## config.mk

```make
export PLATFORM = sky130hd
export DESIGN_NAME = audio_dac_serializer_flat
export DESIGN_NICKNAME = d
export VERILOG_FILES = /design/src/rtl/audio_dac_serializer_if.sv /design/src/rtl/audio_dac_serializer.sv /design/src/flat_wrapper.sv
export SDC_FILE = /design/constraint.sdc
export NUM_CORES = 1
export LEC_CHECK = 0
export ABC_AREA = 1
export CAP_MARGIN = 20
export CORE_MARGIN = 5
export CORE_UTILIZATION = 50
export DETAILED_ROUTE_END_ITERATION = 12
export PLACE_DENSITY_LB_ADDON = 0.05
export SYNTH_ARGS = -nofsm -noshare
export SYNTH_HDL_FRONTEND = slang
export SYNTH_SLANG_ARGS = --single-unit
```

## constraint.sdc

```tcl
create_clock -name AUD_BCLK -period 2.95 [get_ports AUD_BCLK]
set_clock_uncertainty 0.1 [all_clocks]
set_input_delay 0.59 -clock AUD_BCLK [delete_from_list [all_inputs] [get_ports AUD_BCLK]]
set_output_delay 0.59 -clock AUD_BCLK [all_outputs]
set_load 0.005 [all_outputs]
```

## src/rtl/audio_dac_serializer_if.sv

```systemverilog
// Sample handshake between the audio datapath and the DAC serializer.
// The datapath acts as master; the serializer is the slave.
interface audio_dac_serializer_if #(
    parameter int SAMPLE_W = 16
);
    logic [SAMPLE_W-1:0] sample_left;
    logic [SAMPLE_W-1:0] sample_right;
    logic                sample_valid;
    logic                sample_ready;

    modport master (
        output sample_left,
        output sample_right,
        output sample_valid,
        input  sample_ready
    );

    modport slave (
        input  sample_left,
        input  sample_right,
        input  sample_valid,
        output sample_ready
    );
endinterface

```

## src/rtl/audio_dac_serializer.sv

```systemverilog
// Stereo MSB-first serializer onto AUD_DACDAT, framed by the codec's AUD_DACLRCK.
// One-entry pair buffer, left-justified or I2S alignment, zero/repeat underrun fill.
module audio_dac_serializer #(
    parameter int SAMPLE_W      = 16,
    parameter bit I2S_MODE      = 1'b1,
    parameter bit UNDERRUN_ZERO = 1'b0
) (
    input  logic                         AUD_BCLK,
    input  logic                         rst,
    input  logic                         AUD_DACLRCK,
    audio_dac_serializer_if.slave        smp,
    output logic                         AUD_DACDAT,
    output logic                         frame_done,
    output logic                         underrun,
    output logic [7:0]                   underrun_count
);
    typedef enum logic [1:0] {IDLE, DELAY, SHIFT, PAD} state_t;

    localparam logic [4:0] CNT_TOP = 5'(SAMPLE_W - 1);

    state_t              state, state_nxt;
    logic [4:0]          cnt, cnt_nxt;
    logic                chan_left, chan_nxt;
    logic                dac_nxt, done_nxt;

    logic                lrck_q;
    logic                edge_det, left_start;
    logic                full, accept, bypass, starve;
    logic [SAMPLE_W-1:0] buf_l, buf_r;
    logic [SAMPLE_W-1:0] shadow_l, shadow_r;
    logic [31:0]         cur_word;

    assign edge_det   = AUD_DACLRCK != lrck_q;
    assign left_start = edge_det && AUD_DACLRCK;

    assign smp.sample_ready = !full && !rst;
    assign accept = smp.sample_valid && smp.sample_ready;
    assign bypass = left_start && !full && smp.sample_valid;
    assign starve = left_start && !full && !smp.sample_valid;

    // Widened so the 5-bit counter indexes it exactly for any SAMPLE_W.
    assign cur_word = chan_left ? 32'(shadow_l) : 32'(shadow_r);

    always_comb begin
        // NOTE: every output gets a default first, so no path can infer a latch.
        state_nxt = state;
        cnt_nxt   = cnt;
        chan_nxt  = chan_left;
        dac_nxt   = 1'b0;
        done_nxt  = 1'b0;

        if (state == SHIFT) begin
            dac_nxt  = cur_word[cnt];
            done_nxt = (cnt == 5'd0) && !chan_left;
        end

        // IDLE only wakes on a left slot; elsewhere any edge restarts the slot.
        if (edge_det && (state != IDLE || AUD_DACLRCK)) begin
            state_nxt = I2S_MODE ? DELAY : SHIFT;
            cnt_nxt   = CNT_TOP;
            chan_nxt  = AUD_DACLRCK;
        end else begin
            case (state)
                DELAY: state_nxt = SHIFT;
                SHIFT: begin
                    if (cnt == 5'd0) state_nxt = PAD;
                    else             cnt_nxt   = cnt - 5'd1;
                end
                default: ;
            endcase
        end
    end

    always_ff @(posedge AUD_BCLK) begin
        // NOTE: non-blocking so every register samples the pre-edge values.
        if (rst) begin
            state      <= IDLE;
            cnt        <= 5'd0;
            chan_left  <= 1'b0;
            AUD_DACDAT <= 1'b0;
            frame_done <= 1'b0;
        end else begin
            state      <= state_nxt;
            cnt        <= cnt_nxt;
            chan_left  <= chan_nxt;
            AUD_DACDAT <= dac_nxt;
            frame_done <= done_nxt;
        end
    end

    // Loading the live level during reset suppresses a spurious edge afterwards.
    always_ff @(posedge AUD_BCLK) begin
        lrck_q <= AUD_DACLRCK;
    end

    always_ff @(posedge AUD_BCLK) begin
        if (rst) begin
            full           <= 1'b0;
            shadow_l       <= '0;
            shadow_r       <= '0;
            underrun       <= 1'b0;
            underrun_count <= 8'd0;
        end else begin
            underrun <= starve;
            if (starve && underrun_count != 8'hFF)
                underrun_count <= underrun_count + 8'd1;

            if (left_start) begin
                full <= 1'b0;
                if (full) begin
                    shadow_l <= buf_l;
                    shadow_r <= buf_r;
                end else if (bypass) begin
                    shadow_l <= smp.sample_left;
                    shadow_r <= smp.sample_right;
                end else if (UNDERRUN_ZERO) begin
                    shadow_l <= '0;
                    shadow_r <= '0;
                end
            end else if (accept) begin
                full <= 1'b1;
            end
        end
    end

    // NOTE: buffer data needs no reset; it is only ever read while full is set.
    always_ff @(posedge AUD_BCLK) begin
        if (accept && !left_start) begin
            buf_l <= smp.sample_left;
            buf_r <= smp.sample_right;
        end
    end
endmodule

```

## src/flat_wrapper.sv

```systemverilog
// flat-port wrapper written by rule: the top's interface ports become plain ports
module audio_dac_serializer_flat 
#(
    parameter int SAMPLE_W      = 16,
    parameter bit I2S_MODE      = 1'b1,
    parameter bit UNDERRUN_ZERO = 1'b0
)
  (AUD_BCLK, rst, AUD_DACLRCK, AUD_DACDAT, frame_done, underrun, underrun_count, smp_sample_left, smp_sample_right, smp_sample_valid, smp_sample_ready);
  audio_dac_serializer_if #(.SAMPLE_W(SAMPLE_W)) smp_i ();
  input  logic AUD_BCLK;
  input  logic rst;
  input  logic AUD_DACLRCK;
  output logic AUD_DACDAT;
  output logic frame_done;
  output logic underrun;
  output logic [7:0] underrun_count;
  input wire logic [$bits(smp_i.sample_left)-1:0] smp_sample_left;
  input wire logic [$bits(smp_i.sample_right)-1:0] smp_sample_right;
  input wire logic [$bits(smp_i.sample_valid)-1:0] smp_sample_valid;
  output wire logic [$bits(smp_i.sample_ready)-1:0] smp_sample_ready;
  assign smp_i.sample_left = smp_sample_left;
  assign smp_i.sample_right = smp_sample_right;
  assign smp_i.sample_valid = smp_sample_valid;
  assign smp_sample_ready = smp_i.sample_ready;
  audio_dac_serializer #(.SAMPLE_W(SAMPLE_W), .I2S_MODE(I2S_MODE), .UNDERRUN_ZERO(UNDERRUN_ZERO)) u_core (.AUD_BCLK(AUD_BCLK), .rst(rst), .AUD_DACLRCK(AUD_DACLRCK), .smp(smp_i), .AUD_DACDAT(AUD_DACDAT), .frame_done(frame_done), .underrun(underrun), .underrun_count(underrun_count));
endmodule
```

# ---- Word-level counts from Yosys, hierarchy flattened
# Cells that the tools add are included.
# Widths: inputs -> output; s select.
dict set report word_totals {
  regBits 85
  inputBits 36
  output_inout_bits 12
  wordCells 70
}
dict set report classes {
  add_sub_neg 2
  n_lt_le_gt_ge 1
  eq_ne 7
  muxes 13
  bitwise_logic 2
  n_reduce_logical 30
}
# cell count
set ops {}
lappend ops {{$mux 16} 5}
lappend ops {{$mux 4} 3}
lappend ops {{$logic_and 1x1->1} 10}
lappend ops {{$reduce_and 2->1} 5}
lappend ops {{$add 8x1->8 const B} 1}
lappend ops {{$ne 8x8->1 const B} 1}
lappend ops {{$reduce_bool 2->1} 4}
lappend ops {{$lt 5x6->1 const B} 1}
lappend ops {{$reduce_or 2->1} 3}
lappend ops {{$bmux 1 s5} 1}
lappend ops {{$logic_not 1->1} 5}
lappend ops {{$logic_not 5->1} 1}
lappend ops {{$sub 5x1->5 const B} 1}
lappend ops {{$ne 2x2->1 const B} 2}
lappend ops {{$pmux 2 s2} 1}
lappend ops {{$ne 3x3->1 const B} 1}
lappend ops {{$reduce_bool 3->1} 1}
lappend ops {{$eq 2x1->1 const B} 1}
lappend ops {{$eq 2x2->1 const B} 1}
lappend ops {{$mux 1} 2}
lappend ops {{$mux 2} 1}
lappend ops {{$not 1->1} 2}
lappend ops {{$logic_or 1x1->1} 1}
lappend ops {{$ne 1x1->1} 1}

# ---- Longest topological paths before layout
# Gate-level depths: netlist (run 1).
dict set report logic_depth {
  ltp_word 6
  mapped_depth 10
  ltp_nobuf 9
}

# ---- Worst setup path after synthesis (run 1)
# No wires, ideal clock.
dict set report synth_timing {
  path_type {input -> register}
  from {input rst}
  to {register u_core.buf_l[0] (enable)}
  setup_ps 421
  arrival_ps 2313
  required_ps 2429
  path_slack_ps 116
  stages 4
  path_buffers 1
  cell_sequence {buf_2 nor2_1 nand2_1 nor2_1}
}
dict set report synth_between {
  elab_chain_len 4
}
# item line_no
set synth_lines {}
lappend synth_lines {{start: declaration} flat_wrapper.sv:11} ;# input logic rst;
lappend synth_lines {{$logic_not 1->1} audio_dac_serializer.sv:36} ;# assign smp.sample_ready = !full && !rst;
lappend synth_lines {{$logic_and 1x1->1} audio_dac_serializer.sv:36}
lappend synth_lines {{via smp_sample_ready} flat_wrapper.sv:20} ;# output wire logic [$bits(smp_i.sample_ready)-1:0] smp_sample_ready;
lappend synth_lines {{$logic_and 1x1->1} audio_dac_serializer.sv:37} ;# assign accept = smp.sample_valid && smp.sample_ready;
lappend synth_lines {{$logic_and 1x1->1} audio_dac_serializer.sv:128} ;# if (accept && !left_start) begin
lappend synth_lines {{end signal: assignment} audio_dac_serializer.sv:129} ;# buf_l <= smp.sample_left;
lappend synth_lines {{end: declaration} audio_dac_serializer.sv:29} ;# logic [SAMPLE_W-1:0] buf_l, buf_r;
# The timed path passes the listed nets, and every way through them passes these cells.
# A chain may end at the register's enable or synchronous reset.

# ---- Final worst setup path (run 1)
dict set report layout_timing {
  from {input rst}
  to {output smp_sample_ready}
}
dict set report layout_between {
  elab_chain_len 2
}
# item line_no
set layout_lines {}
lappend layout_lines {{$logic_not 1->1} audio_dac_serializer.sv:36}
lappend layout_lines {{$logic_and 1x1->1} audio_dac_serializer.sv:36}
lappend layout_lines {{end: declaration} flat_wrapper.sv:20}
# Every way passes these cells.

==> flow_metrics.py, run 1 <==
metrics = {
    "outcome": {
        "status": "finished, final reports clean",
    },
    "worst_setup_path": {
        "startpoint_type": "input port",
        "path_max_fanout": 2,
        "cp.required_ns": 2.26,
        "end_kind": "output pin",
        "critPathKind": "input port to output pin",
        "arrival_ns": 1.67,
    },
    "die": {
        "fp-row-count": 31,
        "initial_core_util_pct": 51.1,
        "die_w_um": 96.1,
        "die-area_um2": 9240,
        "fp.coreArea_um2": 7250,
        "io_pins": 48,
        "die_h_um": 96.1,
    },
    "clock_network": {
        "cts_root_buf": "clkbuf_8",
        "clk_path_buf_depth": 2,
        "cts_made_buffers": 9,
        "path_clk_slew_ns": 0.08,
        "post_cts_resized": 0,
        "clock-sinks": 85,
        "clock_latency_ns": 0.35,
        "htree_levels": 3,
        "cts_hold_buf": 0,
        "cts_tree": "built",
        "cts_setup_buffers": 0,
    },
    "grt": {
        "gr-usage-all-layers_pct": 16.7,
        "antenna_found_initial": 0,
        "grt_max_degree": 65,
        "grt_overflow": 0,
        "first_global_vias": 2622,
        "grt_pass1_wl_um": 11900,
    },
    "final_layout": {
        "drive_above_1_share_pct": 6.84,
        "antenna_cells": 0,
        "fin_util_pct": 60.9,
        "area_growth_pct": 19.0,
        "final_nets": 531,
        "final_cells": 596,
    },
    "synthesis": {
        "avgSynthCellArea_um2": 8.28,
        "netlist_top_cells_count": "a21oi_1 (78), nand2_1 (61), nor2_1 (57)",
        "synth_area_leaders": "dfxtp_1 (29%), edfxtp_1 (26%), a21oi_1 (11%)",
        "syn_nets": 487,
        "synth_ff_type": "dfxtp_1",
        "netlist_instances": 448,
        "synth-seq-cells": 85,
        "synth_cell_types": 25,
        "synth_edf_count": 32,
        "yosys_warnings": 0,
        "synth_most_common_cell": "a21oi_1",
        "yosys.area.top_type_share_pct": 28.6,
        "ys_async_sr_fraction_pct": 0,
        "seq_area_frac_synth_pct": 54.5,
        "synth_top_area_cell": "dfxtp_1",
        "syn_area_um2": 3710,
    },
    "sta": {
        "drv_slew": 0,
        "max_freq_mhz": 425,
        "setup_viol": 0,
        "tightest_slew_ns": 0.493,
        "grt_setup_unrepaired": "no",
        "hold_viol_final": 0,
        "relSlewSlack_pct": 67.1,
        "fin_crit_ns": 2.36,
        "hold_slack_ns": 0.397,
        "tns_ns": 0,
        "fin_crit_sh_pct": 79.8,
    },
    "routing": {
        "drc": 0,
        "antenna_left": 0,
        "drt-total-wl_um": 7250,
        "via_per_inst": 5.00,
        "drt_iter0_markers": 149,
        "vias": 2981,
        "drt_pass1_iterations": 4,
        "wl_per_cell_um": 12.2,
    },
    "pwr": {
        "p_leak_uw": 0.00179,
        "vdd.ir_drop.worst_uv": 340,
        "finalPower_uw": 2340,
        "p_per_area_nw_per_um2": 529,
    },
    "job": {
        "cap_violations": 0,
    },
    "place": {
        "io_buffers": 47,
        "post-dp-hpwl_um": 5080,
        "place_inst": 580,
        "gp_congestion": 0.845,
    },
    "worst_hold_path": {
        "hold_class": "flip-flop to flip-flop",
    },
}
state kept, by name, indices dropped and copies added, names as in the netlist:
signal	cells
u_core.buf_l	16
u_core.buf_r	16
u_core.shadow_l	16
u_core.shadow_r	16
u_core.underrun_count	8
u_core.cnt	5
u_core.state	2
u_core.AUD_DACDAT	1
u_core.chan_left	1
u_core.frame_done	1
u_core.full	1
u_core.lrck_q	1
u_core.underrun	1
critical path, stage by stage:
cell and delay [ns]:
clkdlybuf4s50_1 0.42, nor2_1 0.13, clkdlybuf4s50_1 0.52
per-stage QoR:
| step | worst slack (ns) | area (µm²) |
|---|---|---|
| 6_report | 0.595 | 4420 |
| 5_1_grt | 0.526 | 4420 |
| 4_1_cts | 0.587 | 4420 |
| 3_5_place_dp | 0.592 | 4260 |
| 3_3_place_gp | 0.602 | 4260 |
| 2_1_floorplan | 0.116 | 3710 |
metal layers:
metal / routed length, µm / track usage, %
met5: 0 / 0
met4: 145 / 8.06
met3: 337 / 3.60
met2: 3270 / 25.8
met1: 3500 / 22.3
area by class of cell:
class                   count  area [µm²]
repair buffers             55         543
well taps                  99         124
clock buffers              10         128
fillers                   697        2840
clock inverters             6        30.0
multi-input cells         287        1360
flip-flops and latches     85        2020
inverters                  54         205
path summary, 6_finish.rpt:
check | slack, ns | startpoint | cells after the start | to
setup / recovery | 0.59 | rst | 3 | smp_sample_ready
hold / removal | 0.40 | u_core.state[1] | 2 | u_core.state[0]
setup reg to reg | 1.00 | u_core.full | 6 | u_core.shadow_r[11]
hold reg to reg | 0.40 | u_core.state[1] | 2 | u_core.state[0]
cells by family (layout without fill, tap and decap cells):
kind of cell	after synthesis	in the layout	share of synthesized area (%)
XOR/XNOR	3	3	0.708
flip-flops	85	85	54.5
AO/OA/AOI/OAI	127	127	17.3
AND/OR/NAND/NOR	154	154	17.6
adder cells (fa/ha/maj)	3	3	1.01
buffers and inverters	76	125	8.84
cells in the final DEF (no fill, tap or decap), types with 4 or more instances in the layout:
| cell type | netlist | final |
|---|---|---|
| edfxtp_1 | 32 | 32 |
| nor3_1 | 4 | 4 |
| dfxtp_1 | 53 | 52 |
| buf_4 | 0 | 7 |
| nand3_1 | 24 | 24 |
| inv_1 | 50 | 50 |
| a21oi_1 | 78 | 78 |
| clkbuf_8 | 0 | 9 |
| o21ai_1 | 7 | 7 |
| nand2_1 | 61 | 61 |
| o21ai_0 | 39 | 39 |
| nor2_1 | 57 | 56 |
| clkdlybuf4s50_1 | 0 | 47 |
where the power goes:
part	internal (µW)	total [µW]	switching, µW
clock network	296	689	393
logic	141	320	179
registers	1280	1330	47.9
total	1720	2340	620
(Power assumes the default switching activity.)
==> run 2, diff against run 1 <==
--- a/config.mk
+++ b/config.mk
@@ -8,7 +8,7 @@
 export ABC_AREA = 1
 export CAP_MARGIN = 20
 export CORE_MARGIN = 5
-export CORE_UTILIZATION = 50
+export CORE_UTILIZATION = 49
 export DETAILED_ROUTE_END_ITERATION = 12
 export PLACE_DENSITY_LB_ADDON = 0.05
 export SYNTH_ARGS = -nofsm -noshare
==> constraint.sdc (replaced) <==
create_clock -name AUD_BCLK -period 1.92 [get_ports AUD_BCLK]
set_clock_uncertainty 0.1 [all_clocks]
set_input_delay 0.384 -clock AUD_BCLK [delete_from_list [all_inputs] [get_ports AUD_BCLK]]
set_output_delay 0.384 -clock AUD_BCLK [all_outputs]
set_load 0.005 [all_outputs]
==> run 2 against run 1 <==
Critical endpoint unchanged. Sequential share of layout area shrank 1.4 points. Critical path depth shrank 1. Largest power group unchanged. Die area grew 1.8%.
==> flow_metrics.py, run 2 (synthesis gave the netlist of run 1 again) <==
metrics = {
    "outcome": {
        "status": "finished, final reports clean",
    },
    "clock_network": {
        "cts_hold_buf": 0,
        "cts_tree": "built",
        "clock_latency_ns": 0.35,
        "htree_levels": 3,
        "path_clk_slew_ns": 0.08,
        "clk_path_buf_depth": 2,
        "cts_made_buffers": 9,
        "cts_root_buf": "clkbuf_8",
        "post_cts_resized": 2,
        "cts_setup_buffers": 0,
        "clock-sinks": 85,
    },
    "pwr": {
        "p_per_area_nw_per_um2": 846,
        "finalPower_uw": 3850,
        "vdd.ir_drop.worst_uv": 497,
        "p_leak_uw": 0.00186,
    },
    "die": {
        "io_pins": 48,
        "fp.coreArea_um2": 7330,
        "die_h_um": 97.0,
        "fp-row-count": 31,
        "die_w_um": 97.0,
        "die-area_um2": 9410,
        "initial_core_util_pct": 50.6,
    },
    "place": {
        "gp_congestion": 0.862,
        "place_inst": 588,
        "place_area_um2": 4350,
        "io_buffers": 47,
        "post-dp-hpwl_um": 5360,
        "dp_slack_ns": -0.0949,
    },
    "final_layout": {
        "final_nets": 539,
        "final_common_cell": "a21oi_1",
        "area_growth_pct": 22.8,
        "drive_above_1_share_pct": 9.11,
        "design_area_um2": 4560,
        "layout_common_cells": "a21oi_1 (78), nand2_1 (61), nor2_1 (55)",
        "final_cells": 604,
        "antenna_cells": 0,
    },
    "routing": {
        "drt_iter0_markers": 143,
        "vias": 3041,
        "drt_pass1_iterations": 4,
        "antenna_left": 0,
        "drc": 0,
        "wl_per_cell_um": 12.4,
        "drt-total-wl_um": 7480,
        "via_per_inst": 5.03,
    },
    "worst_setup_path": {
        "crit_path_max_incr_delay_ns": 0.51,
        "cp.required_ns": 1.44,
        "end_kind": "output pin",
        "crit_slowest_cell": "clkdlybuf4s50_1",
        "crit_chain": "nor2_2 -> clkdlybuf4s50_1",
        "critPathKind": "flip-flop to output pin",
        "startpoint_type": "flip-flop",
        "arrival_ns": 1.32,
        "path_max_fanout": 4,
    },
    "sta": {
        "layout_setup_ws_ns": 0.112,
        "hold_viol_final": 0,
        "drv_slew": 0,
        "tns_ns": 0,
        "fin_crit_ns": 1.81,
        "setup_viol": 0,
        "grt_setup_unrepaired": "no",
        "fin_crit_sh_pct": 94.2,
        "tightest_slew_ns": 0.444,
        "relSlewSlack_pct": 70.4,
        "max_freq_mhz": 553,
    },
    "grt": {
        "grt_overflow": 0,
        "grt_max_degree": 51,
        "first_global_vias": 2770,
        "grt_pass1_wl_um": 12700,
        "gr-usage-all-layers_pct": 16.2,
        "antenna_found_initial": 0,
    },
    "job": {
        "cap_violations": 0,
    },
    "worst_hold_path": {
        "hold_class": "flip-flop to flip-flop",
    },
}
## run 2: changes by cell type in the layout (fill, tap and decap cells not counted), sizes merged
cell	change
buf	+8
bufinv	+1
clkdlybuf4s50	-1
clkinv	-3
dlygate4sd2	+1
inv	+2
## run 2: power breakdown
group / switching, µW / total [µW] / internal (µW)
Combinational: 301 / 538 / 236
Clock: 648 / 1290 / 646
Sequential: 58.3 / 2020 / 1960
Total: 1010 / 3850 / 2850
## run 2: through the flow
step | hold slack (ns) | util, %
after detailed placement | 0.377 | 59.3
final | 0.381 | 62.1
after global placement | 0.368 | 59.3
after global routing | 0.429 | 62.1
after floorplan | 0.312 | -
after CTS | 0.385 | 62.1
## run 2: critical path, delay by kind of cell, from the launching register on
family	cells	cell delay [ns]
buffers and inverters	1	0.51
flip-flops	1	0.36
AND/OR/NAND/NOR	1	0.11
## run 2: final cells by class
cell class              instances  area [µm²]
fillers                       676        2780
multi-input cells             287        1370
flip-flops and latches         85        2020
inverters                      54         205
well taps                      99         124
clock buffers                  10         138
repair buffers                 63         627
clock inverters                 6        68.8
## run 2: path summary, 6_finish.rpt
kind         slack, ns                end  cells past startpoint             start
max reg2reg       0.36  u_core.AUD_DACDAT                      9  u_core.chan_left
max               0.11   smp_sample_ready                      2       u_core.full
min               0.38    u_core.state[1]                      2   u_core.state[0]
min reg2reg       0.38    u_core.state[1]                      2   u_core.state[0]
## run 2: metal layers
layer	vias up	track usage [%]	part of all wire [%]
met4	0	5.51	1.5
met5	-	0	0
met2	76	25.3	45
met3	10	4.68	5.7
met1	1359	21.5	47
li1	1596	-	-
